--- config.mk ---
export PLATFORM = sky130hd
export DESIGN_NAME = spi_ram_master
export DESIGN_NICKNAME = d
export VERILOG_FILES = /design/src/rtl/hack_spi_pkg.sv /design/src/rtl/spi_shift_48.sv /design/src/rtl/spi_ram_master.sv
export SDC_FILE = /design/constraint.sdc
export NUM_CORES = 1
export LEC_CHECK = 0
export CORE_MARGIN = 5
export CORE_UTILIZATION = 40
export DETAILED_ROUTE_END_ITERATION = 10
export PLACE_DENSITY = 0.73
export SYNTH_ARGS = -nofsm -noshare
export SYNTH_HDL_FRONTEND = slang
export SYNTH_SLANG_ARGS = --single-unit
--- constraint.sdc ---
create_clock -name clk -period 5.1 [get_ports clk]
set_input_delay 1.02 -clock clk [delete_from_list [all_inputs] [get_ports clk]]
set_output_delay 1.02 -clock clk [all_outputs]
set_load 0.03 [all_outputs]
--- src/rtl/hack_spi_pkg.sv ---
// ---------------------------------------------------------------------------
// hack_spi_pkg
// Shared definitions for the 23LC1024 SPI SRAM master:
//   - SPI opcodes (sequential-mode read / write)
//   - controller state encoding
//   - frame length and a helper that assembles the 48-bit command frame
// ---------------------------------------------------------------------------
package hack_spi_pkg;

    localparam int FRAME_BITS = 48;

    localparam logic [7:0] SPI_READ  = 8'h03;
    localparam logic [7:0] SPI_WRITE = 8'h02;

    typedef enum logic [1:0] {
        ST_IDLE  = 2'd0,
        ST_START = 2'd1,
        ST_SHIFT = 2'd2,
        ST_STOP  = 2'd3
    } state_t;

    // Frame layout, MSB first: opcode[47:40], byte address[39:16], data[15:0].
    // Reads carry zeros in the data slot so SI stays low while the RAM talks.
    function automatic logic [FRAME_BITS-1:0] build_frame(
        input logic        write,
        input logic [23:0] byte_addr,
        input logic [15:0] wdata
    );
        logic [7:0]  op_v;
        logic [15:0] data_v;
        if (write) begin
            op_v   = SPI_WRITE;
            data_v = wdata;
        end else begin
            op_v   = SPI_READ;
            data_v = 16'h0000;
        end
        build_frame = {op_v, byte_addr, data_v};
    endfunction

endpackage

--- src/rtl/spi_shift_48.sv ---
// ---------------------------------------------------------------------------
// spi_shift_48
// Parallel-load 48-bit transmit shifter plus 16-bit receive shifter.
// Ports:
//   clk, reset     : clock, asynchronous active-high reset
//   load           : load load_frame into the TX shifter
//   load_frame     : 48-bit frame, bit 47 goes out first
//   shift_tx       : advance TX by one bit (shift left, zero fill)
//   sample_rx      : shift rx_in into the RX register LSB
//   rx_in          : serial data from the RAM
//   tx_bit         : current TX bit (register output, drives SI directly)
//   rx_word        : last 16 sampled bits, first sampled bit in MSB
// ---------------------------------------------------------------------------
module spi_shift_48
    import hack_spi_pkg::*;
(
    input  logic                  clk,
    input  logic                  reset,
    input  logic                  load,
    input  logic [FRAME_BITS-1:0] load_frame,
    input  logic                  shift_tx,
    input  logic                  sample_rx,
    input  logic                  rx_in,
    output logic                  tx_bit,
    output logic [15:0]           rx_word
);

    logic [FRAME_BITS-1:0] tx_r;
    logic [15:0]           rx_r;

    // TX shifter: zero fill means the register is empty (SI low) once all
    // 48 bits have been shifted out.
    always_ff @(posedge clk or posedge reset) begin
        if (reset) begin
            tx_r <= {FRAME_BITS{1'b0}};
        end else if (load) begin
            tx_r <= load_frame;
        end else if (shift_tx) begin
            tx_r <= {tx_r[FRAME_BITS-2:0], 1'b0};
        end else begin
            tx_r <= tx_r;
        end
    end

    // RX shifter: samples every bit of the frame; only the last 16 survive,
    // which are exactly the data bits of a read.
    always_ff @(posedge clk or posedge reset) begin
        if (reset) begin
            rx_r <= 16'h0000;
        end else if (sample_rx) begin
            rx_r <= {rx_r[14:0], rx_in};
        end else begin
            rx_r <= rx_r;
        end
    end

    assign tx_bit  = tx_r[FRAME_BITS-1];
    assign rx_word = rx_r;

endmodule

--- src/rtl/spi_ram_master.sv ---
// ---------------------------------------------------------------------------
// spi_ram_master
// Single-word (16-bit) read/write master for a 23LC1024 SPI SRAM in
// single-SPI sequential mode, SPI mode 0, SCK = clk/2.
// Ports:
//   clk, reset           : clock, asynchronous active-high reset
//   req_valid/req_ready  : request handshake, accepted when both high
//   req_write            : 1 = write, 0 = read
//   req_addr             : word address (byte address = {req_addr, 0})
//   req_wdata            : write data
//   rsp_valid            : one-cycle completion pulse
//   rsp_rdata            : last read word
//   sram_cs_n/sck/si/so  : SPI pins (SIO0 = si, SIO1 = so)
//   sram_hold_n          : tied high
// Timing: accept edge -> START(1) -> SHIFT(96) -> STOP(1) -> IDLE,
// so rsp_valid is high in the 98th cycle and accesses repeat every 99.
// ---------------------------------------------------------------------------
module spi_ram_master
    import hack_spi_pkg::*;
#(
    parameter int ADDR_WIDTH     = 16,
    parameter int RAM_DATA_WIDTH = 16
) (
    input  logic                      clk,
    input  logic                      reset,
    input  logic                      req_valid,
    output logic                      req_ready,
    input  logic                      req_write,
    input  logic [ADDR_WIDTH-1:0]     req_addr,
    input  logic [RAM_DATA_WIDTH-1:0] req_wdata,
    output logic                      rsp_valid,
    output logic [RAM_DATA_WIDTH-1:0] rsp_rdata,
    output logic                      sram_cs_n,
    output logic                      sram_sck,
    output logic                      sram_si,
    input  logic                      sram_so,
    output logic                      sram_hold_n
);

    state_t                    state_r;
    logic [5:0]                bit_cnt_r;
    logic                      phase_r;
    logic                      write_r;
    logic                      req_ready_r;
    logic                      rsp_valid_r;
    logic [RAM_DATA_WIDTH-1:0] rsp_rdata_r;
    logic                      cs_n_r;
    logic                      sck_r;

    logic                      accept_s;
    logic                      shift_tx_s;
    logic                      sample_rx_s;
    logic [23:0]               byte_addr_s;
    logic [FRAME_BITS-1:0]     frame_s;
    logic                      tx_bit_s;
    logic [15:0]               rx_word_s;

    // Byte address is the word address shifted left once, zero-extended.
    always_comb begin
        byte_addr_s                 = 24'h000000;
        byte_addr_s[ADDR_WIDTH:0]   = {req_addr, 1'b0};
    end

    assign frame_s = build_frame(req_write, byte_addr_s, req_wdata);

    // Handshake and shifter strobes. SI changes only on the edge that drops
    // SCK (leaving phase 1); SO is sampled on the edge that raises SCK.
    always_comb begin
        accept_s    = req_valid && req_ready_r && (state_r == ST_IDLE);
        shift_tx_s  = (state_r == ST_SHIFT) && phase_r;
        sample_rx_s = (state_r == ST_SHIFT) && !phase_r;
    end

    spi_shift_48 u_shift (
        .clk        (clk),
        .reset      (reset),
        .load       (accept_s),
        .load_frame (frame_s),
        .shift_tx   (shift_tx_s),
        .sample_rx  (sample_rx_s),
        .rx_in      (sram_so),
        .tx_bit     (tx_bit_s),
        .rx_word    (rx_word_s)
    );

    // Frame sequencer; all SPI pins and response signals are flops that are
    // set on the edge entering the state they belong to.
    always_ff @(posedge clk or posedge reset) begin
        if (reset) begin
            state_r     <= ST_IDLE;
            bit_cnt_r   <= 6'd0;
            phase_r     <= 1'b0;
            write_r     <= 1'b0;
            req_ready_r <= 1'b1;
            rsp_valid_r <= 1'b0;
            rsp_rdata_r <= {RAM_DATA_WIDTH{1'b0}};
            cs_n_r      <= 1'b1;
            sck_r       <= 1'b0;
        end else begin
            case (state_r)
                ST_IDLE: begin
                    rsp_valid_r <= 1'b0;
                    sck_r       <= 1'b0;
                    phase_r     <= 1'b0;
                    if (accept_s) begin
                        state_r     <= ST_START;
                        write_r     <= req_write;
                        req_ready_r <= 1'b0;
                        cs_n_r      <= 1'b0;
                    end else begin
                        req_ready_r <= 1'b1;
                        cs_n_r      <= 1'b1;
                    end
                end
                ST_START: begin
                    state_r   <= ST_SHIFT;
                    phase_r   <= 1'b0;
                    bit_cnt_r <= 6'd47;
                    sck_r     <= 1'b0;
                end
                ST_SHIFT: begin
                    if (!phase_r) begin
                        phase_r <= 1'b1;
                        sck_r   <= 1'b1;
                    end else begin
                        phase_r <= 1'b0;
                        sck_r   <= 1'b0;
                        if (bit_cnt_r == 6'd0) begin
                            // Last SCK high phase done: rx_word_s now holds
                            // all 16 data bits (sampled on the rising edge).
                            state_r     <= ST_STOP;
                            cs_n_r      <= 1'b1;
                            rsp_valid_r <= 1'b1;
                            if (!write_r) begin
                                rsp_rdata_r <= rx_word_s;
                            end else begin
                                rsp_rdata_r <= rsp_rdata_r;
                            end
                        end else begin
                            bit_cnt_r <= bit_cnt_r - 6'd1;
                        end
                    end
                end
                ST_STOP: begin
                    state_r     <= ST_IDLE;
                    rsp_valid_r <= 1'b0;
                    req_ready_r <= 1'b1;
                    cs_n_r      <= 1'b1;
                    sck_r       <= 1'b0;
                end
                default: begin
                    state_r     <= ST_IDLE;
                    rsp_valid_r <= 1'b0;
                    req_ready_r <= 1'b1;
                    cs_n_r      <= 1'b1;
                    sck_r       <= 1'b0;
                    phase_r     <= 1'b0;
                end
            endcase
        end
    end

    assign req_ready   = req_ready_r;
    assign rsp_valid   = rsp_valid_r;
    assign rsp_rdata   = rsp_rdata_r;
    assign sram_cs_n   = cs_n_r;
    assign sram_sck    = sck_r;
    assign sram_si     = tx_bit_s;
    assign sram_hold_n = 1'b1;

endmodule
==> run_results.csv <==
group,metric,value,unit
run_status,status,"finished clean",
critical_path,timing.critical_path.arrival,1.63,ns
finish,design.final.nets,495,
timing,setup_total_negative_slack,0,ns
finish,n_antenna_cell,0,
cts,clock_h_tree_levels,3,
route,detail_route.vias_per_cell,5.09,
placement,number_of_input_and_output_port_buffers_inserted,57,
job,max_cap_viol_count,0,
global_routing,gr-usage-all-layers,13.6,%
critical_path,timing.critical_path.slowest_cell_delay,0.69,ns
timing,setup_violations,0,
synth,count_of_flip_flops_with_a_built_in_enable_after_synthesis,0,
power,power.leakage,2.25,nW
cts,largest_buffer_count_on_any_clock_path,2,
synth,synth_nets,451,
worst_hold_path,worst_min_delay_path_category,"reg -> reg",
cts,cts_root_buf,"sky130_fd_sc_hd__clkbuf_8",
timing,fin_crit_sh,52.0,%
power,finalPower,2.30,mW
timing,final_period_minus_worst_setup_slack,2.65,ns
cts,cts_repair_resized_insts,0,
critical_path,r2r_cells,5,
timing,hold_viol_final,0,
synth,yosys_register_bits,94,
global_routing,grt_antenna_before_repair,0,
global_routing,gr-total-overflow,0,
timing,slew_at_the_pin_closest_to_its_max_slew_limit,0.925,ns
cts,tritoncts_clock_tree,"yes",
critical_path,slowest_stage,"sky130_fd_sc_hd__clkdlybuf4s50_1",
power,pwr_density_cell,458,mW/mm²
finish,area_growth_syn_to_layout,20.2,%
floorplan,rows,37,
route,route.vias.total,2995,
critical_path,cp-end-kind,"output port",
finish,post_route_cells_drive_above_1_share,13.1,%
floorplan,die_h,112,µm
synth,yosysTopAreaCell,"sky130_fd_sc_hd__dfrtp_1",
floorplan,io_pins,59,
synth,yosysMostFrequentCell,"sky130_fd_sc_hd__nand2_1",
worst_hold_path,whs_path_depth,2,
critical_path,path_cells,"clkdlybuf4s50_1",
critical_path,path_depth,1,
synth,yosysTopAreaCellShare,55.0,%
timing,grt_setup_unrepaired,"false",
timing,timing_max_transition_violations_final,0,
route,wire_per_inst,13.7,µm
timing,skew,0.0154,ns
cts,post_cts_clock_slew_at_the_launch_and_capture_registers_of_the_worst_setup_and_hold_paths,0.09,ns
synth,synth_top_cells_by_area,"sky130_fd_sc_hd__dfrtp_1 (55%), sky130_fd_sc_hd__nand2_1 (8.9%), sky130_fd_sc_hd__mux2_2 (5.9%)",
critical_path,critPathKind,"reg -> out",
route,drc_errors,0,
floorplan,chipWidth,112,µm
cts,numCtsBuffers,9,
floorplan,core,0.0103,mm²
synth,post_synth_num_cell_types,38,
critical_path,cp-start-kind,"flip-flop",
timing,max_freq,377,MHz
route,route.antenna.remaining_nets,0,
cts,cts.sink_count,94,
power,power.ir.vdd_worst,0.000213,V
critical_path,critPathMaxFanout,5,
synth,netlist_area,0.00418,mm²
floorplan,start_util,40.7,%
placement,routabilityCongestion,0.771,
synth,synthesis.instances,404,
global_routing,first_global_vias,3048,
finish,layout.area.seq,0.00235,mm²
route,total_iterations_of_the_first_detailed_routing_run,4,
cts,clk_latency,0.35,ns
critical_path,worstPathRequired,4.08,ns
finish,multiInputGateArea,0.00165,mm²
synth,asyncSetResetFlopFracSynth,100,%
synth,synth_warnings,0,
global_routing,largest_net_degree_at_the_start_of_global_routing,68,
cts,cts_hold_buf,0,
route,totalWireLength,8.08,mm
timing,slew-limit-headroom,38.3,%
synth,synth_top_flop_cell,"sky130_fd_sc_hd__dfrtp_1",
placement,hpwlAfterDp,5.42,mm
synth,post_synth_most_frequent_cells,"sky130_fd_sc_hd__nand2_1 (99), sky130_fd_sc_hd__dfrtp_1 (92), sky130_fd_sc_hd__a21oi_1 (34)",
critical_path,worst-path-buf-inv,1,
synth,postSynthAreaPerCell,10.4,µm²
synth,sequential_fraction_of_the_synthesis_area,56.3,%
finish,filler_cell_count,988,
critical_path,crit_family,"buffers and inverters",
cts,cts_setup_buffers,0,
route,drt_first_iter_violations,268,
floorplan,dieArea,0.0126,mm²
global_routing,grt_pass1_wl,14.4,mm
## placed cells by master (no fill, tap or decap), types with 2 or more instances in the layout
cell type | netlist | layout
sky130_fd_sc_hd__nand4_1 | 2 | 2
sky130_fd_sc_hd__dfrtp_1 | 92 | 92
sky130_fd_sc_hd__mux2_4 | 10 | 10
sky130_fd_sc_hd__a31oi_1 | 32 | 32
sky130_fd_sc_hd__nand2_1 | 99 | 99
sky130_fd_sc_hd__mux2_2 | 22 | 22
sky130_fd_sc_hd__and4b_1 | 3 | 3
sky130_fd_sc_hd__inv_1 | 10 | 9
sky130_fd_sc_hd__nor2_1 | 21 | 21
sky130_fd_sc_hd__nand3_1 | 5 | 4
sky130_fd_sc_hd__and3_1 | 2 | 2
sky130_fd_sc_hd__nor3_1 | 3 | 3
sky130_fd_sc_hd__o21ai_0 | 3 | 3
sky130_fd_sc_hd__mux2i_1 | 4 | 4
sky130_fd_sc_hd__nand2b_1 | 2 | 2
sky130_fd_sc_hd__ha_1 | 10 | 10
sky130_fd_sc_hd__clkdlybuf4s50_1 | 0 | 57
sky130_fd_sc_hd__a21oi_1 | 34 | 34
sky130_fd_sc_hd__buf_4 | 1 | 6
sky130_fd_sc_hd__nor2b_1 | 2 | 2
sky130_fd_sc_hd__dfstp_2 | 2 | 2
sky130_fd_sc_hd__or3_1 | 2 | 2
sky130_fd_sc_hd__a211oi_1 | 2 | 2
sky130_fd_sc_hd__clkbuf_8 | 0 | 10
sky130_fd_sc_hd__and2_1 | 2 | 2
## path summary, 6_finish.rpt
| kind | from | endpoint | slack (ns) |
|---|---|---|---|
| worst max-delay path | req_ready | req_ready | 2.45 |
| worst min-delay path | sram_cs_n | sram_cs_n | 0.49 |
| worst max register to register | state_r[0] | rsp_rdata[9] | 2.54 |
| worst min register to register | sram_cs_n | sram_cs_n | 0.49 |
| max in group asynchronous | reset | sram_cs_n | 3.14 |
| min in group asynchronous | reset | rsp_rdata[13] | 1.11 |
## kinds of logic after synthesis
family	synth area share (%)
compound gates	11.0
fa+ha+maj	2.99
buf+inv	4.37
flops	56.3
mux	10.5
other cells	0.0896
simple gates	14.8
## worst min-delay path, delay by kind of cell, from the launching register on
family,cells,cell delay [ns]
flip-flops,1,0.39
buffers and inverters,1,0.05
AO/OA/AOI/OAI,1,0.06
## flip-flops by register name (all words and copies together) (netlist names)
register,flops
write_r,1
rsp_valid,1
req_ready,1
state_r,2
u_shift.rx_word,16
sram_cs_n,1
rsp_rdata,16
bit_cnt_r,6
u_shift.tx_r,48
phase_r,1
sram_sck,1
## per-stage QoR
stage / hold WS, ns / worst slack (ns) / instance area (µm²) / cells / utilization, %
final: 0.488 / 2.45 / 5030 / 588 / 48.9
after global routing: 0.518 / 2.38 / 5030 / 588 / 48.9
after global placement: 0.467 / 2.65 / 4830 / 573 / 47.0
after detailed placement: 0.474 / 2.55 / 4830 / 573 / 47.0
after CTS: 0.495 / 2.42 / 5030 / 588 / 48.9
after floorplan: 0.439 / 1.63 / 4180 / 404 / -
## area by class of cell
class,instances,share of cell area [%]
sequential,94,46.8
clock inverter,4,1.10
multi-input combinational,270,32.9
tap,136,3.38
clock buffer,11,2.81
inverter,10,0.772
timing repair buffer,63,12.2
## routing by layer
layer | routed length [µm] | global-route usage [%] | up-vias
met1 | 3740 | 19.3 | 1451
li1 | - | - | 1454
met2 | 3760 | 20.7 | 80
met5 | 0 | 0 | -
met3 | 503 | 3.56 | 10
met4 | 81 | 3.61 | 0
## power breakdown
part / total (mW) / internal, mW / switching, mW
logic: 0.682 / 0.310 / 0.372
clock network: 0.487 / 0.240 / 0.247
registers: 1.13 / 0.986 / 0.149
(Power assumes the default switching activity.)
==> variant 1: new RTL, same settings <==
Set the parameter `ADDR_WIDTH` to 17 (it was 16).
--- a/src/rtl/spi_ram_master.sv
+++ b/src/rtl/spi_ram_master.sv
@@ -18,7 +18,7 @@
 module spi_ram_master
     import hack_spi_pkg::*;
 #(
-    parameter int ADDR_WIDTH     = 16,
+    parameter int ADDR_WIDTH     = 17,
     parameter int RAM_DATA_WIDTH = 16
 ) (
     input  logic                      clk,
Interface: changed (resized req_addr); port bits go from 59 to 60. The function was not compared with the original's and may differ.
==> variant 1 against the unedited design <==
  * First-iteration DRC count fell by 21%
  * Synthesized cell count rose by 1.2%
  * Worst setup slack got worse by 0.011 ns
  * Power rose by 2.0%
  * Sequential cell count did not move
  * Wire length rose by 3.0%
  * Cell area rose by 0.15%
  * Area after synthesis fell by 0.36%
  * Cell count rose by 1.0%
==> variant 1: results (changes against the unedited design) <==
| Metric | Value |
|---|---|
| Status | completed (unchanged) |
| Commonest cells in the synthesized netlist | nand2_1 (101), dfrtp_1 (92), a21oi_1 (33), a31oi_1 (33), mux2_2 (33) (was nand2_1 (99), dfrtp_1 (92), a21oi_1 (34), a31oi_1 (32), mux2_2 (22)) |
| Inverter count | 9 (was 10) |
| WL met2 | 4080 um (was 3760 um) |
| Logic pwr share | 0.301 (was 0.296) |
| Postcts setup bufs | 0 (unchanged) |
| Setup crit start | req_ready$_DFFE_PP1N_ (unchanged) |
| Ratio of cells with drive above 1 in the final layout | 0.127 (was 0.131) |
| Syn avg cell area | 10.2 um^2 (was 10.4 um^2) |
| Largest net degree at the start of global routing | 70 (was 68) |
| # clk buffers | 10 (was 11) |
| GPL Wtd Cong | 0.792 (was 0.771) |
| Sequential area share after synthesis | 0.565 (was 0.563) |
| Hold Crit Class | flip-flop to flip-flop (unchanged) |
| Post-Place Cell Area | 4840 um^2 (was 4830 um^2) |
| P_seq | ~1.2 mW |
| Syn Std Cell Area | 4170 um^2 (was 4180 um^2) |
| Routed WL | 8320 um (was 8080 um) |
| Sequential cells | 94 (unchanged) |
| H-Tree Level Count | 3 (unchanged) |
| Share of flip-flops with an asynchronous set or reset | 1.00 (unchanged) |
| DRT met1 WL | 3750 um (was 3740 um) |
| Multi-input logic area | 1670 um^2 (was 1650 um^2) |
| Worst slew pin tran | 1.02 ns (was 0.925 ns) |
| Non-clk bufs | 62 (was 63) |
| GR Layer Usage met1 | 0.178 (was 0.193) |
| Total number of vias | 3056 (was 2995) |
| Port buffer count | 58 (was 57) |
| Internal power | 1.55 mW (was 1.54 mW) |
| Pre-CTS WS | 2.42 ns (was 2.55 ns) |
| Filler Cell Count | 942 (was 988) |
| Peak VDD IR | 0.179 mV (was 0.213 mV) |
| Sequential portion of the cell area | 0.468 (about the same) |
| DR iter-0 viols | 212 (was 268) |
| Met3 WL | 410 um (was 503 um) |
| Final net count | 502 (was 495) |
| Total Routing Usage GR | 0.137 (was 0.136) |
| First-pass GRT wire length | 14200 um (was 14400 um) |
| GRT met2 Usage | 0.223 (was 0.207) |
| Syn nets | 457 (was 451) |
| Placed cells | 579 (was 573) |
| Synth cell types | 42 (was 38) |
| Multi-In Gates | 278 (was 270) |
| Ranking of synthesized cells by area | dfrtp_1 (55%), nand2_1 (9.1%), mux2_2 (8.9%) (was dfrtp_1 (55%), nand2_1 (8.9%), mux2_2 (5.9%)) |
| Number of global-route vias before repair | 3019 (was 3048) |
| Final HPWL DP | 5540 um (was 5420 um) |
| Clk tree area frac | 0.0393 (was 0.0391) |
| Leakage power | 2.23 nW (was 2.25 nW) |
| Final Util | 0.492 (was 0.489) |
| Buffering overhead | 0.121 (was 0.122) |
| Vias per cell | 5.14 (was 5.09) |
| Net Switching | 0.802 mW (was 0.769 mW) |
| Grt met3 use | 0.0377 (was 0.0356) |
[variant 1: final timing paths]
path / to / slack (ns) / cells past startpoint
min in group asynchronous: u_shift.tx_r[11]$_DFFE_PP0P_ / 1.15 / 2
worst max-delay path: req_ready / 2.44 / 1
worst min-delay path: sram_cs_n$_DFFE_PP1P_ / 0.48 / 2
worst max register to register: rsp_rdata[2]$_DFFE_PP0P_ / 2.51 / 5
worst min register to register: sram_cs_n$_DFFE_PP1P_ / 0.48 / 2
max in group asynchronous: sram_cs_n$_DFFE_PP1P_ / 2.91 / 3
[variant 1: cell families (layout without fill, tap and decap cells)]
group / after synthesis / count (layout) / synth area share
AOI/OAI and AO/OA: 80 / 80 / 0.114
and+or+nand+nor: 152 / 152 / 0.159
buffers and inverters: 37 / 86 / 0.0366
DFF: 94 / 94 / 0.565
other: 1 / 1 / 0.000899
adders and majority gates: 10 / 10 / 0.0300
muxes: 35 / 35 / 0.0939
==> variant 2: new RTL, same flow settings <==
Made on the original files. Encoding of `state_t`: now Gray code (2 bits for 4 states).
--- a/src/rtl/hack_spi_pkg.sv
+++ b/src/rtl/hack_spi_pkg.sv
@@ -13,10 +13,10 @@
     localparam logic [7:0] SPI_WRITE = 8'h02;
 
     typedef enum logic [1:0] {
-        ST_IDLE  = 2'd0,
-        ST_START = 2'd1,
-        ST_SHIFT = 2'd2,
-        ST_STOP  = 2'd3
+        ST_IDLE  = 2'b00,
+        ST_START = 2'b01,
+        ST_SHIFT = 2'b11,
+        ST_STOP  = 2'b10
     } state_t;
 
     // Frame layout, MSB first: opcode[47:40], byte address[39:16], data[15:0].
Formal check against the unedited RTL: same outputs for any inputs over 10 cycles, from zero or initial values and one cycle with reset high; not proved beyond that.
==> variant 2 against the unedited design <==
  * Cell count down 18%
  * Worst setup slack got worse by 0.14 ns
  * Sequential cell count unchanged
  * Area after synthesis is 6.6% lower
  * Clock skew decreased by 0.0039 ns
  * Count of clock-buffer cells in the layout shrank 2
  * Critical path type is now primary input to flip-flop
  * Register-to-register slack better by 0.03 ns
  * Worst hold slack hardly changed
  * Wire length fell by 4.2%
  * Synthesized cell count decreased by 25%
  * Critical endpoint is now u_shift.tx_r[4]$_DFFE_PP0P_
  * Cell area fell by 5.5%
Power is not compared: it rests on default switching activity, and its combinational part moved more than twofold at a synthesized area within 25%.
==> variant 2: results (changes against the unedited design) <==
| Metric | Value |
|---|---|
| Status | completed (unchanged) |
| Commonest cells in the synthesized netlist | dfrtp_1 (92), mux2_2 (33), a22o_1 (27), clkbuf_1 (17) (was nand2_1 (99), dfrtp_1 (92), a21oi_1 (34), a31oi_1 (32), mux2_2 (22)) |
| Max FO, Critical Path | 43 (was 5) |
| Routed WL | 7740 um (was 8080 um) |
| GPL Wtd Cong | 0.793 (was 0.771) |
| First-pass GRT wire length | 13300 um (was 14400 um) |
| Setup crit start | req_valid (was req_ready$_DFFE_PP1N_) |
| DRT met1 WL | 3540 um (was 3740 um) |
| Min-Delay Endpoint | req_ready$_DFFE_PP1N_ (was sram_cs_n$_DFFE_PP1P_) |
| Pre-CTS WS | 1.92 ns (was 2.55 ns) |
| GRT met2 Usage | 0.221 (was 0.207) |
| Reg2reg end | u_shift.tx_r[4]$_DFFE_PP0P_ (was rsp_rdata[9]$_DFFE_PP0P_) |
| Peak VDD IR | 0.202 mV |
| Worst rel slew slack | 0.302 (was 0.383) |
| Number of global-route vias before repair | 2682 (was 3048) |
| Largest net degree at the start of global routing | 60 (was 68) |
| Non-Filler Instances | 485 (was 588) |
| CTS clock-pin slew for the worst setup and hold paths | 0.09 ns (about the same) |
| Met3 WL | 349 um (was 503 um) |
| Worst EP arrival | 3.03 ns (was 1.63 ns) |
| Slowest stage delay, CP | 0.81 ns (was 0.69 ns) |
| Total number of vias | 2575 (was 2995) |
| Final net count | 386 (was 495) |
| Syn nets | 341 (was 451) |
| Ranking of synthesized cells by area | dfrtp_1 (59%), mux2_2 (9.5%), a22o_1 (6.1%) (was dfrtp_1 (55%), nand2_1 (8.9%), mux2_2 (5.9%)) |
| Worst R2R Path Depth | 4 (was 5) |
| First drt pass iteration count | 5 (was 4) |
| Syn avg cell area | 12.9 um^2 (was 10.4 um^2) |
| GR Layer Usage met1 | 0.190 (was 0.193) |
| WL met2 | 3710 um (was 3760 um) |
| Postcts setup bufs | 0 (unchanged) |
| Synth cell types | 41 (was 38) |
| HP Start | req_ready$_DFFE_PP1N_ (was sram_cs_n$_DFFE_PP1P_) |
| Hold Slack | 0.488 ns (about the same) |
| Post-Place Cell Area | 4560 um^2 (was 4830 um^2) |
| Critical path's top delay family | simple AND/OR/NAND/NOR gates (was buffers and inverters) |
| DR iter-0 viols | 111 (was 268) |
| Hold Path Cell Cnt | 2 (unchanged) |
| Final Skew | 0.0115 ns (was 0.0154 ns) |
| Final Util | 0.493 (was 0.489) |
| Grt met3 use | 0.0397 (was 0.0356) |
| Total Routing Usage GR | 0.141 (was 0.136) |
| Final critical-path required period | 2.79 ns (was 2.65 ns) |
| R2R Setup Slk | 2.57 ns (was 2.54 ns) |
| Filler Cell Count | 900 (was 988) |
| Critical-path top delay cell | nor4bb_4 (was clkdlybuf4s50_1) |
| Final HPWL DP | 5140 um (was 5420 um) |
## variant 2: cell count changes in the layout (fill, tap and decap cells not counted), moves of 7 or more
cell,change
a31oi_1,-31
a21oi_1,-28
a21o_1,+13
o21ai_0,+7
a221o_1,+15
a22o_1,+27
nor2_1,-12
mux2_2,+11
nand2_1,-91
ha_1,-8
and3_1,+12
mux2_4,-10
## variant 2: cell type report
| class | instances | share of cell area |
|---|---|---|
| Timing Repair Buffer | 60 | 0.125 |
| Clock buffer | 9 | 0.0261 |
| Tap cell | 133 | 0.0350 |
| Inverter | 9 | 0.00737 |
| Sequential cell | 94 | 0.496 |
| Clock inverter | 7 | 0.0134 |
| Multi-Input combinational cell | 173 | 0.298 |
## variant 2: cell families after synthesis
| kind of cell | share of synthesized area |
|---|---|
| xor+xnor | 0.00224 |
| flops | 0.603 |
| compound gates | 0.165 |
| other cells | 0.000960 |
| simple gates | 0.0778 |
| mux | 0.105 |
| buf+inv | 0.0400 |
| fa+ha+maj | 0.00640 |
